[config.mk]
export PLATFORM = sky130hd
export DESIGN_NAME = demux_1x4_buffered_flat
export DESIGN_NICKNAME = d
export VERILOG_FILES = /design/src/rtl/demux_1x4_buffered_if.sv /design/src/rtl/demux_1x4_buffered.sv /design/src/flat_wrapper.sv
export SDC_FILE = /design/constraint.sdc
export NUM_CORES = 1
export LEC_CHECK = 0
export ABC_AREA = 1
export CAP_MARGIN = 30
export CORE_ASPECT_RATIO = 1.75
export CORE_UTILIZATION = 50
export CTS_BUF_LIST = sky130_fd_sc_hd__clkbuf_2 sky130_fd_sc_hd__clkbuf_4 sky130_fd_sc_hd__clkbuf_8
export CTS_CLUSTER_SIZE = 10
export DETAILED_ROUTE_END_ITERATION = 8
export DONT_BUFFER_PORTS = 1
export PLACE_DENSITY = 0.66
export SLEW_MARGIN = 40
export SYNTH_ARGS = -nofsm -noshare
export SYNTH_HDL_FRONTEND = slang
export SYNTH_SLANG_ARGS = --single-unit
export TNS_END_PERCENT = 20
[constraint.sdc]
create_clock -name clk -period 4.05 [get_ports clk]
set_input_delay 1.0125 -clock clk [delete_from_list [all_inputs] [get_ports clk]]
set_output_delay 1.0125 -clock clk [all_outputs]
set_load 0.005 [all_outputs]
[src/rtl/demux_1x4_buffered_if.sv]
// Producer/consumer bundle for the buffered 1-to-4 demux: one input handshake,
// four output channels sharing a valid/ready vector.
interface demux_1x4_buffered_if #(
    parameter int WIDTH = 32
);
    logic             S0;
    logic             S1;
    logic             in_valid;
    logic             in_ready;
    logic [WIDTH-1:0] in_data;
    logic [3:0]       out_valid;
    logic [3:0]       out_ready;
    logic [WIDTH-1:0] R0;
    logic [WIDTH-1:0] R1;
    logic [WIDTH-1:0] R2;
    logic [WIDTH-1:0] R3;

    modport master (
        output S0, S1, in_valid, in_data, out_ready,
        input  in_ready, out_valid, R0, R1, R2, R3
    );

    modport slave (
        input  S0, S1, in_valid, in_data, out_ready,
        output in_ready, out_valid, R0, R1, R2, R3
    );
endinterface

[src/rtl/demux_1x4_buffered.sv]
// Clocked 1-to-4 demultiplexer with a one-entry buffer per output channel and
// a wrapping count of accepted words.
module demux_1x4_buffered #(
    parameter int WIDTH = 32,
    parameter int CNT_W = 8
) (
    input  logic                 clk,
    input  logic                 reset,
    demux_1x4_buffered_if.slave  bus,
    output logic [CNT_W-1:0]     xfer_count,
    output logic                 busy
);

    logic [1:0]       sel;
    logic             in_ready;
    logic             accept;
    logic [3:0]       valid_q;
    logic [WIDTH-1:0] data_q [4];
    logic [CNT_W-1:0] count_q;

    assign sel = {bus.S1, bus.S0};

    // A full channel can still take a word if its consumer drains it on the same edge.
    assign in_ready = !reset && (!valid_q[sel] || bus.out_ready[sel]);
    assign accept   = bus.in_valid && in_ready;

    always_ff @(posedge clk) begin
        if (reset) begin
            valid_q <= '0;
            count_q <= '0;
            for (int k = 0; k < 4; k++) begin
                data_q[k] <= '0;
            end
        end else begin
            for (int k = 0; k < 4; k++) begin
                if (accept && (sel == 2'(k))) begin
                    data_q[k]  <= bus.in_data;
                    valid_q[k] <= 1'b1;
                end else if (bus.out_ready[k]) begin
                    valid_q[k] <= 1'b0;
                end
            end
            if (accept) begin
                count_q <= count_q + CNT_W'(1);
            end
        end
    end

    assign bus.in_ready  = in_ready;
    assign bus.out_valid = valid_q;
    assign bus.R0        = data_q[0];
    assign bus.R1        = data_q[1];
    assign bus.R2        = data_q[2];
    assign bus.R3        = data_q[3];
    assign xfer_count    = count_q;
    assign busy          = |valid_q;

endmodule

[src/flat_wrapper.sv]
// flat-port wrapper written by rule: the top's interface ports become plain ports
module demux_1x4_buffered_flat 
#(
    parameter int WIDTH = 32,
    parameter int CNT_W = 8
)
  (clk, reset, xfer_count, busy, bus_S0, bus_S1, bus_in_valid, bus_in_data, bus_out_ready, bus_in_ready, bus_out_valid, bus_R0, bus_R1, bus_R2, bus_R3);
  demux_1x4_buffered_if #(.WIDTH(WIDTH)) bus_i ();
  input  logic clk;
  input  logic reset;
  output logic [CNT_W-1:0] xfer_count;
  output logic busy;
  input wire logic [$bits(bus_i.S0)-1:0] bus_S0;
  input wire logic [$bits(bus_i.S1)-1:0] bus_S1;
  input wire logic [$bits(bus_i.in_valid)-1:0] bus_in_valid;
  input wire logic [$bits(bus_i.in_data)-1:0] bus_in_data;
  input wire logic [$bits(bus_i.out_ready)-1:0] bus_out_ready;
  output wire logic [$bits(bus_i.in_ready)-1:0] bus_in_ready;
  output wire logic [$bits(bus_i.out_valid)-1:0] bus_out_valid;
  output wire logic [$bits(bus_i.R0)-1:0] bus_R0;
  output wire logic [$bits(bus_i.R1)-1:0] bus_R1;
  output wire logic [$bits(bus_i.R2)-1:0] bus_R2;
  output wire logic [$bits(bus_i.R3)-1:0] bus_R3;
  assign bus_i.S0 = bus_S0;
  assign bus_i.S1 = bus_S1;
  assign bus_i.in_valid = bus_in_valid;
  assign bus_i.in_data = bus_in_data;
  assign bus_i.out_ready = bus_out_ready;
  assign bus_in_ready = bus_i.in_ready;
  assign bus_out_valid = bus_i.out_valid;
  assign bus_R0 = bus_i.R0;
  assign bus_R1 = bus_i.R1;
  assign bus_R2 = bus_i.R2;
  assign bus_R3 = bus_i.R3;
  demux_1x4_buffered #(.WIDTH(WIDTH), .CNT_W(CNT_W)) u_core (.clk(clk), .reset(reset), .bus(bus_i), .xfer_count(xfer_count), .busy(busy));
endmodule
==> flow_summary.ini <==
[critical_path]
crit_top_cell = nand2_1
crit_chain = nor2_4 > nand2_1 > nand2_1 > nor2_2 > a21oi_1
reg2reg_slack_ps = 1900
crit_required_ps = 3040
cp-start-kind = input pin
crit_fanout = 8
critPathKind = in -> out
worstSetupEndpointType = output port
cp_slowest_cell = a21oi_1
worstPathArrival_ps = 1570
cpPeakStageDelay_ps = 240
cpLargestDelayFamily = simple AND/OR/NAND/NOR gates
worst-path-buf-inv = 0

[sta]
whs_ps = 524.4
setup_viol = 0
fin_skew_ps = 7.993
drv_slew = 0
rsz0062_at_grt = no
fin_setup_tns_ps = 0
hold_viol_final = 0
fin_crit_sh_pct = 63.79
slew_headroom_pct = 47.15
worstMarginPinSlew_ps = 790.8
max_freq_mhz = 387.0
finalWorstSetupSlack_ps = 1466
period_needed_ps = 2584

[clock_tree]
numCtsBuffers = 17
clkLatencyLatePin_ps = 430
cts_resized = 0
clk_pin_slew_ps = 80
cts_hold_buf = 0
cts.path.max_buffers = 2
htreeDepth = 4
cts_tree = done
cts_setup_buffers = 0
clock_tree.root_cell = clkbuf_8
clock_sinks = 140

[power]
seqPwrFrac_pct = 58.7
internal_power_uw = 2203
power_switching_share_pct = 22.79
pwr-share-clk_pct = 37.5
switchingPower_uw = 650.4
p_leak_uw = 0.002389
power_density_nw_per_um2 = 487.7
vdd_ir_drop_max_mv = 0.2744
p_comb_share_pct = 3.8

[routing]
post_drt_wl_per_cell_um = 20.59
drc_errors = 0
first_pass_iters = 5
wl_met2_um = 6520
top_layer_used = met4
first_iter_violations = 188
drt_wl_total_um = 11670
ant_nets = 0
vias = 3049
via_per_inst = 5.377
met1_length_um = 3966
wl_met3_um = 847

[place]
place_inst = 536
place.gp.congestion = 0.9069
portBuffers = 0
pre_cts_ws_ps = 1202
hpwlAfterDp_um = 7897

[floorplan]
fp.dieArea_um2 = 11240
num_rows = 49
dieWidth_um = 80.59
ios = 183
core_area_um2 = 10420
initial_utilization_pct = 51.85
dieHeight_um = 139.5

[layout]
area_growth_pct = 8.289
layout.cells.non_filler = 567
drive_above_1_share_pct = 12.05
final_util_pct = 56.15
antenna_cells = 0
nets = 470

[global_route]
grt_max_degree = 34
grt_use_total_pct = 21.78
grt.overflow.total = 0
grt_pass1_vias = 3122
grt_pass1_wl_um = 17230
antenna_found_initial = 0

[yosys]
ys_warn_count = 0
synth_cells = 419
synth.avg_cell_area_um2 = 12.90
ys_ff_latch = 140
synth_nets = 461
synth-seq-area-share_pct = 75.57
netlist_area_um2 = 5404
yosys.cell_types.count = 25

[hold_path]
hp-class = reg -> reg

[job]
drv_cap = 0

[status]
status = finished, final reports clean
## sequential cells by signal, indices dropped and copies added, names as in the netlist
name and flops:
u_core.xfer_count 8, u_core.bus.out_valid 4, u_core.data_q 128
## worst min-delay path: stages, from the launching register on
cell and delay [ps]:
dfxtp_1 360, nand2_1 80, a21oi_1 50
## final timing paths
| path | startpoint | endpoint | cells past startpoint |
|---|---|---|---|
| worst max-delay path | bus_S0 | bus_in_ready | 5 |
| worst min register to register | u_core.bus.out_valid[0]$_SDFFE_PP0P_ | u_core.bus.out_valid[0]$_SDFFE_PP0P_ | 2 |
| worst min-delay path | u_core.bus.out_valid[0]$_SDFFE_PP0P_ | u_core.bus.out_valid[0]$_SDFFE_PP0P_ | 2 |
| worst max register to register | u_core.bus.out_valid[0]$_SDFFE_PP0P_ | u_core.data_q[2][0]$_SDFFCE_PN0P_ | 8 |
## cell usage after synthesis (all sizes together)
cell	count	area share, %
nand3	10	1.2
buf	16	2.9
dfxtp	12	4.4
inv	45	3.1
nand4	10	2.1
xnor2	2	0.32
nor2	137	9.8
clkbuf	1	0.069
edfxtp	128	71
ha	1	0.23
a21oi	11	1.0
nand2	42	3.1
xor2	1	0.16
o21ai	2	0.19
or4	1	0.14
## power by group through the flow
stage               Sequential [uW]  Clock [uW]  Combinational [uW]
floorplan                      1690           0                84.7
global placement               1710           0                 107
global route                   1680        1150                 120
CTS                            1680        1090                 111
finish                         1670        1070                 108
detailed placement             1710           0                 110
## per-stage QoR
step                area (um^2)  power (uW)
floorplan                  5404        1777
global placement           5466        1814
detailed placement         5472        1819
CTS                        5852        2878
global route               5852        2947
finish                     5852        2854
## routing by layer
metal	vias up	global-route usage [%]
met1	1484	21.83
met3	22	8.262
met5	-	0
met4	0	10.62
li1	1406	-
met2	137	38.27
## layout by cell type, fill, tap and decap left out, types with 2 or more instances in the layout
master and count:
edfxtp_1 128, o21ai_0 2, buf_4 6, xnor2_1 2, clkinv_4 4, nand4_4 3, nand3_1 9, clkinv_2 3
bufinv_16 2, clkinvlp_4 2, a21oi_1 11, dfxtp_1 12, inv_1 42, nand2_4 2, inv_2 3, clkbuf_8 17
nor2_1 132, inv_6 2, nor2_2 4, nand4_1 6, nand2_1 39
## layout make-up
cell class | count | area, um^2
sequential | 140 | 4084
clock buffer | 17 | 234.0
inverter | 45 | 168.9
tap | 127 | 158.9
clock inverter | 14 | 146.4
timing repair buffer | 7 | 65.06
fill | 870 | 4571
multi-input combinational | 217 | 994.7
## cells by family (layout without fill, tap and decap cells)
kind of cell	count (synthesis)	after routing	share of synthesized area [%]
AND/OR/NAND/NOR	200	200	16.39
adder cells (fa/ha/maj)	1	1	0.2315
AO/OA/AOI/OAI	13	13	1.204
buffers and inverters	62	83	6.112
flip-flops	140	140	75.57
XOR/XNOR	3	3	0.4863
(Power assumes the default switching activity.)
